==> config.mk <==
export PLATFORM = sky130hd
export DESIGN_NAME = imem_loader
export DESIGN_NICKNAME = d
export VERILOG_FILES = /design/src/rtl/imem_loader_pkg.sv /design/src/rtl/imem_loader_byte_packer.sv /design/src/rtl/imem_loader.sv
export SDC_FILE = /design/constraint.sdc
export NUM_CORES = 1
export LEC_CHECK = 0
export BUFFER_PORTS_ARGS = -buffer_cell sky130_fd_sc_hd__buf_4
export CAP_MARGIN = 20
export CORE_ASPECT_RATIO = 1.4
export CORE_MARGIN = 5
export CORE_UTILIZATION = 45
export CTS_CLUSTER_DIAMETER = 200
export DETAILED_ROUTE_END_ITERATION = 16
export PLACE_DENSITY_LB_ADDON = 0.2
export SLEW_MARGIN = 20
export SYNTH_ARGS = -nofsm -noshare
export SYNTH_HDL_FRONTEND = slang
export SYNTH_SLANG_ARGS = --single-unit
export TNS_END_PERCENT = 50
==> constraint.sdc <==
create_clock -name clk -period 5.15 [get_ports clk]
set_clock_uncertainty 0.15 [all_clocks]
set_input_delay 1.03 -clock clk [delete_from_list [all_inputs] [get_ports clk]]
set_output_delay 1.03 -clock clk [all_outputs]
set_load 0.05 [all_outputs]
==> src/rtl/imem_loader_pkg.sv <==
// imem_loader_pkg: shared state encoding and sizing constants for the instruction-memory loader
package imem_loader_pkg;
  typedef enum logic [2:0] {IDLE, HDR, DATA, WRITE, DONE, ERR} state_e;
  localparam int HDR_BYTES = 4;
  localparam int BYTES_PER_WORD = 4;
  localparam int IMEM_ADDR_W = 10;
endpackage

==> src/rtl/imem_loader_byte_packer.sv <==
// byte_packer: LSB-first byte shift assembler; word shows the value including the byte presented now
module byte_packer #(
  parameter int NBYTES = 4
) (
  input  logic                  clk,
  input  logic                  rst,
  input  logic                  clr,
  input  logic                  en,
  input  logic [7:0]            din,
  output logic [8*NBYTES-1:0]   word,
  output logic                  last
);
  localparam int IW = $clog2(NBYTES);
  localparam logic [IW-1:0] LAST_IDX = IW'(NBYTES - 1);
  logic [IW-1:0] idx_q, idx_d;
  logic [8*NBYTES-1:0] sh_q, sh_d;
  always_comb begin
    word = {din, sh_q[8*NBYTES-1:8]};
    last = en && idx_q == LAST_IDX;
    idx_d = clr ? '0 : en ? idx_q + 1'b1 : idx_q;
    sh_d = clr ? '0 : en ? word : sh_q;
  end
  always_ff @(posedge clk or negedge rst) begin
    if (!rst) begin
      idx_q <= '0;
      sh_q <= '0;
    end else begin
      idx_q <= idx_d;
      sh_q <= sh_d;
    end
  end
endmodule

==> src/rtl/imem_loader.sv <==
// imem_loader: loads a length-prefixed byte stream into instruction memory and holds the core in reset until done
module imem_loader
  import imem_loader_pkg::*;
#(
  parameter int ADDR_W = IMEM_ADDR_W,
  parameter int DATA_W = 32
) (
  input  logic              clk,
  input  logic              rst,
  input  logic              start,
  input  logic              in_valid,
  input  logic [7:0]        in_data,
  output logic              in_ready,
  output logic              mem_we,
  output logic [ADDR_W-1:0] mem_addr,
  output logic [DATA_W-1:0] mem_wdata,
  output logic              cpu_rst,
  output logic              busy,
  output logic              done,
  output logic              error,
  output logic [ADDR_W:0]   words_loaded
);
  localparam int NB = (HDR_BYTES > BYTES_PER_WORD) ? HDR_BYTES : BYTES_PER_WORD;
  localparam logic [8*NB-1:0] CAP = (8*NB)'(1) << ADDR_W;
  state_e state_q, state_d;
  logic [ADDR_W:0] len_q, len_d, wl_q, wl_d;
  logic [ADDR_W-1:0] addr_q, addr_d;
  logic [DATA_W-1:0] wdata_q, wdata_d;
  logic we_q, we_d, cpu_rst_q, cpu_rst_d, busy_q, busy_d, done_q, done_d, err_q, err_d;
  logic clr, pk_last;
  logic [8*NB-1:0] pk_word;
  byte_packer #(.NBYTES(NB)) u_packer (
    .clk(clk), .rst(rst), .clr(clr), .en(in_valid && in_ready),
    .din(in_data), .word(pk_word), .last(pk_last)
  );
  always_comb begin
    state_d = state_q;
    len_d = len_q;
    wl_d = wl_q;
    addr_d = addr_q;
    wdata_d = wdata_q;
    clr = 1'b0;
    in_ready = state_q == HDR || state_q == DATA;
    case (state_q)
      IDLE, DONE, ERR: if (start) begin
        state_d = HDR;
        clr = 1'b1;
        len_d = '0;
        wl_d = '0;
        addr_d = '0;
      end
      HDR: if (pk_last) begin
        len_d = pk_word[ADDR_W:0];
        state_d = pk_word == '0 ? DONE : pk_word > CAP ? ERR : DATA;
      end
      DATA: if (pk_last) begin
        wdata_d = pk_word;
        state_d = WRITE;
      end
      WRITE: begin
        addr_d = addr_q + 1'b1;
        wl_d = wl_q + 1'b1;
        state_d = wl_d == len_q ? DONE : DATA;
      end
      default: state_d = IDLE;
    endcase
    we_d = state_d == WRITE;
    busy_d = state_d == HDR || state_d == DATA || state_d == WRITE;
    done_d = state_d == DONE;
    cpu_rst_d = state_d == DONE;
    err_d = state_d == ERR;
  end
  always_ff @(posedge clk or negedge rst) begin
    if (!rst) begin
      state_q <= IDLE;
      len_q <= '0;
      wl_q <= '0;
      addr_q <= '0;
      wdata_q <= '0;
      we_q <= 1'b0;
      cpu_rst_q <= 1'b0;
      busy_q <= 1'b0;
      done_q <= 1'b0;
      err_q <= 1'b0;
    end else begin
      state_q <= state_d;
      len_q <= len_d;
      wl_q <= wl_d;
      addr_q <= addr_d;
      wdata_q <= wdata_d;
      we_q <= we_d;
      cpu_rst_q <= cpu_rst_d;
      busy_q <= busy_d;
      done_q <= done_d;
      err_q <= err_d;
    end
  end
  assign mem_we = we_q;
  assign mem_addr = addr_q;
  assign mem_wdata = wdata_q;
  assign cpu_rst = cpu_rst_q;
  assign busy = busy_q;
  assign done = done_q;
  assign error = err_q;
  assign words_loaded = wl_q;
endmodule

### Word-level counts from Yosys, hierarchy flattened

Index checks and enable logic that the tools add are counted.

| word-level totals | value |
|---|---|
| input bits | 12 |
| register bits after elaboration | 105 |
| output and inout bits | 59 |
| logic and storage cells | 62 |

| cells by class | value |
|---|---|
| mux-type cells | 19 |
| equality and inequality tests | 14 |
| add/sub/neg operators | 3 |
| order comparisons | 1 |
| reduce and logical (&&, ||, !) cells | 14 |

Operators by type and width:

| cell | number |
|---|---|
| $mux W32 | 2 |
| $pmux W11 S2 | 2 |
| $gt A32 B11 Y1 const B | 1 |
| $logic_not A32 Y1 | 1 |
| $mux W11 | 2 |
| $pmux W10 S2 | 1 |
| $mux W3 | 6 |
| $eq A3 B2 Y1 const B | 4 |
| $eq A3 B3 Y1 const B | 4 |
| $pmux W3 S4 | 1 |
| $add A11 B1 Y11 const B | 1 |
| $eq A11 B11 Y1 | 1 |
| $add A10 B1 Y10 const B | 1 |
| $mux W10 | 1 |
| $eq A3 B1 Y1 const B | 2 |
| $reduce_bool A2 Y1 | 3 |
| $mux W2 | 2 |
| $ne A2 B2 Y1 const B | 2 |
| $reduce_and A2 Y1 | 2 |
| $logic_not A3 Y1 | 1 |
| $logic_or A1 B1 Y1 | 3 |
| $reduce_and A3 Y1 | 1 |
| $reduce_or A3 Y1 | 1 |
| $add A2 B1 Y2 const B | 1 |
| 3 further kinds | 5 |

### Logic depth before layout (Yosys ltp)

| depth | value |
|---|---|
| word-level depth | 9 |
| mapped depth | 8 |
| depth with buffers taken out | 7 |

### Modules after synthesis

Synthesis repeated with hierarchy kept, for this count alone.

| second synthesis, totals | value |
|---|---|
| cells, all modules | 415 |
| area, all modules | 4619.4 µm² |

By module, submodules not included:

| module | area an instance (µm²) | instances | sequential area each (µm²) | cells each |
|---|---|---|---|---|
| imem_loader | 3464.6 | 1 | 1776.7 | 321 |
| byte_packer | 1154.9 | 1 | 650.6 | 94 |

### Worst setup path after synthesis

No wires, ideal clock.

| timing | value |
|---|---|
| path kind | reg-to-reg |
| from | reg wl_q[0] (netlist: words_loaded[0]) |
| to | reg busy_q (netlist: busy) |
| data required time | 4.879 ns |
| cell stages (with the launch flop) | 8 |
| path buffers | 0 |
| setup time | 0.121 ns |
| path slack | 2.304 ns |
| arrival | 2.575 ns |
| period minus slack after synthesis | 2.846 ns |
| cells stage by stage | dfrtp_1 -> ha_1 -> nand4_1 -> nor3_1 -> xnor2_1 -> o211ai_1 -> or4_4 -> a22o_1 |

| between the ends | value |
|---|---|
| word-level cells in the longest chain between the ends | 7 |
| elaborated cells on any way between the ends | 9 |
| those cells by class | 1 x add/sub; 4 x eq/ne; 2 x mux; 2 x reduce/logical |

Ends and longest elaborated chain:

| what | RTL line | source |
|---|---|---|
| start: declaration | imem_loader.sv:26 | `logic [ADDR_W:0] len_q, len_d, wl_q, wl_d;` |
| start signal: assignment | imem_loader.sv:88 | `wl_q <= wl_d;` |
| $add A11 B1 Y11 * | imem_loader.sv:62 | `wl_d = wl_q + 1'b1;` |
| $eq A11 B11 Y1 * | imem_loader.sv:63 | `state_d = wl_d == len_q ? DONE : DATA;` |
| $mux W3 * | imem_loader.sv:63 |  |
| $pmux W3 S4 * | imem_loader.sv:44 | `case (state_q)` |
| $eq A3 B1 Y1 / $eq A3 B2 Y1 (equally long branches) | imem_loader.sv:68 | `busy_d = state_d == HDR \|\| state_d == DATA \|\| state_d == WRITE;` |
| $logic_or A1 B1 Y1 | imem_loader.sv:68 |  |
| $logic_or A1 B1 Y1 * | imem_loader.sv:68 |  |
| named net busy_d | imem_loader.sv:29 | `logic we_q, we_d, cpu_rst_q, cpu_rst_d, busy_q, busy_d, done_q, done_d, err_q, err_d;` |
| end signal: assignment | imem_loader.sv:93 | `busy_q <= busy_d;` |
| end: declaration | imem_loader.sv:29 |  |

Mark *: on every way through the listed nets, which the timed path passes. The rest lies on a longest branch.
A chain may end at the register's enable or synchronous reset.

### Worst setup path in the final report

Ends and elaborated chain as after synthesis.

==> impl_metrics.ini <==
[run_status]
status = complete, no violations

[finish]
area.sequential_sq_mm = 0.00243
utilization_pct = 55.9
syn2layout_area_growth_pct = 20.7
fin_area_sq_mm = 0.00535
layout-drive-gt1-share_pct = 25.6
nets = 513
multi_input_area_sq_mm = 0.00188
fillers = 885
antenna_cells = 0

[worst_setup_path]
cp_slowest_stage_delay_ns = 0.49
worstSetupStartpoint = words_loaded[0]$_DFFE_PN0P_
cp_slowest_cell = dfrtp_1
crit_required_ns = 5.23
cp-end-kind = register
regToRegStartpoint = words_loaded[0]$_DFFE_PN0P_
start_kind = register
cp_max_fo = 8
worstPathArrival_ns = 2.97
worstSetupPathType = reg2reg
crit_chain = ha_1 > nand4_1 > nor3_1 > xnor2_1 > o211ai_1 > or4_4 > a22o_1

[timing]
worst_pin_slew_ns = 0.920
fin_crit_ns = 2.89
fin_setup_tns_ns = 0
max_clock_freq_ghz = 0.346
period_share_pct = 56.2
finalMaxSlewViolations = 0
hold_violations = 0
rsz0062_at_grt = no
setup_viol = 0
slew_headroom_pct = 38.5

[cts]
tritoncts = done
cts_inserted_buffers = 9
cts.sinks = 97
clkLatencyLatePin_ns = 0.34
clock_path_buffers = 2
holdBufCountCts = 0
cts-htree-levels = 3
cts-root-buf = clkbuf_16
clk_pin_slew_worst_paths_ns = 0.07
cts_resized = 0
cts_setup_buffers = 0

[synthesis]
synthArstFlopShare_pct = 100
ys_ff_latch = 97
synth.distinct_cells = 42
synth_warnings = 0
yosysSeqAreaShare_pct = 54.8
syn_nets = 453
synth-main-ff-cell = dfrtp_1
synth_edf_count = 0
syn_inst = 438
syn_area_per_cell_sq_um = 10.1
syn_area_sq_mm = 0.00443

[pwr]
p_leak_nw = 2.65
p_per_area_mw_per_mm2 = 478
fin_total_pwr_w = 0.00256
vdd.ir_drop.worst_mv = 0.209

[die]
row_count = 42
die_h_microns = 127
initial_core_util_pct = 46.3
dieWidth_microns = 93.9
io_pins = 71
dieArea_sq_mm = 0.0120
core_area_sq_mm = 0.00956

[grt]
grt_pass1_wl_mm = 16.6
grt_usage_pct = 17.3
top_usage_layer = met2
grt_pass1_vias = 3351
grt_antenna_before_repair = 0
grt_max_degree = 65
grt_overflow = 0
use_met2_pct = 29.2
use_met1_pct = 21.7
use_met3_pct = 3.18

[placement]
place_congestion = 0.830
port-buffer-count = 70
placed_area_sq_mm = 0.00506
dp_hpwl_mm = 7.01

[detailed_routing]
wl_mm = 10.1
via_count = 3430
post-route-drc-count = 0
vias_per_cell = 5.40
firstDrtPassIters = 4
wl_per_cell_microns = 15.8
detail-route-antenna-nets = 0
drt_iter0_drc = 155

[run]
cap_violations = 0

[hold_path]
hp-class = reg2reg
worstHoldStart = mem_addr[9]$_DFFE_PN0P_
==> state kept, by name, summed over array words and instances, names as in the netlist <==
signal          count
state_q             3
mem_addr           10
error               1
done                1
busy                1
words_loaded       11
len_q              11
mem_wdata          32
mem_we              1
u_packer.sh_q      24
u_packer.idx_q      2
==> where the power goes <==
group          internal (W)  switching, W  leakage (nW)
clock              0.000376      0.000283         0.139
sequential         0.000937      0.000217          1.29
combinational      0.000265      0.000478          1.22
==> area by class of cell <==
class	count	area share, %
clock buffers	11	4.35
clock inverters	5	1.05
inverters	3	0.211
multi-input cells	311	35.2
flip-flops and latches	97	45.4
well taps	132	3.09
repair buffers	76	10.7
==> cell families (layout without fill, tap and decap cells) <==
family	Yosys count	in the layout	share of synthesized area, %
simple gates	199	199	21.5
flops	97	97	54.8
compound gates	59	59	8.22
mux	36	36	9.07
buf+inv	30	95	2.82
xor+xnor	14	14	2.77
fa+ha+maj	3	3	0.848
==> synth_stat cells (2+ instances only) <==
cell      count  area [sq um]
inv_1         3          11.3
mux2_2       33           372
clkbuf_1     21          78.8
o21ai_0      31           155
nand3_1      61           305
nor3b_1       2          15.0
a31oi_1       2          12.5
xnor2_1      12           105
nor2_1       12          45.0
nand2_1      82           308
a21oi_1       7          35.0
dfrtp_1      97          2430
ha_1          3          37.5
a22o_1        3          26.3
buf_2         4          20.0
o31ai_1       2          15.0
nor3_1        5          25.0
nor4_1        7          43.8
mux2i_1       3          30.0
buf_4         2          15.0
a21boi_0      3          22.5
and3_1        5          31.3
xor2_1        2          17.5
or3_1         2          12.5
nand2b_1      2          12.5
o41ai_1       2          17.5
and2_1        5          31.3
nand4_1       6          37.5
nor2b_1       5          31.3
and4_1        2          17.5
==> cell usage in the layout (no fill, tap or decap), types with 3 or more instances in the layout <==
cell type,netlist,final
dfrtp_1,97,97
nand2_1,82,82
buf_4,2,76
nand3_1,61,61
mux2_2,33,33
o21ai_0,31,31
xnor2_1,12,12
nor2_1,12,11
clkbuf_16,0,9
nor4_1,7,7
a21oi_1,7,7
nand4_1,6,6
and2_1,5,5
nor3_1,5,5
and3_1,5,5
nor2b_1,5,5
inv_1,3,3
mux2i_1,3,3
a21boi_0,3,3
a22o_1,3,3
ha_1,3,3
==> per-stage QoR <==
step | hold WS [ns] | worst slack (ns) | std cells
after detailed placement | 0.328 | 2.14 | 619
after global placement | 0.318 | 1.96 | 619
after global routing | 0.354 | 2.10 | 635
after CTS | 0.339 | 2.24 | 635
after floorplan | 0.317 | 2.30 | 438
final | 0.333 | 2.26 | 635
==> critical path: cells and delay by family, from the launching register on <==
family | cells | cell delay (ns)
simple gates | 3 | 1.25
flops | 1 | 0.49
compound gates | 2 | 0.36
fa+ha+maj | 1 | 0.34
xor+xnor | 1 | 0.20
==> final timing paths <==
kind	end	slack [ns]	cells after the start
max	busy$_DFF_PN0_	2.26	7
min	mem_addr[9]$_DFFE_PN0P_	0.33	1
max reg2reg	busy$_DFF_PN0_	2.26	7
min reg2reg	mem_addr[9]$_DFFE_PN0P_	0.33	1
max in group asynchronous	u_packer.sh_q[18]$_DFFE_PN0P_	3.30	2
min in group asynchronous	error$_DFF_PN0_	0.62	1
==> routing by layer <==
metal / up-vias / wire [microns] / share of wire, %
met4: 0 / 123 / 1.2
met1: 1691 / 4200 / 42
met3: 7 / 481 / 4.8
li1: 1657 / - / -
met2: 75 / 5250 / 52
met5: - / 0 / 0
Note: power is estimated with default switching activity, not from simulation.
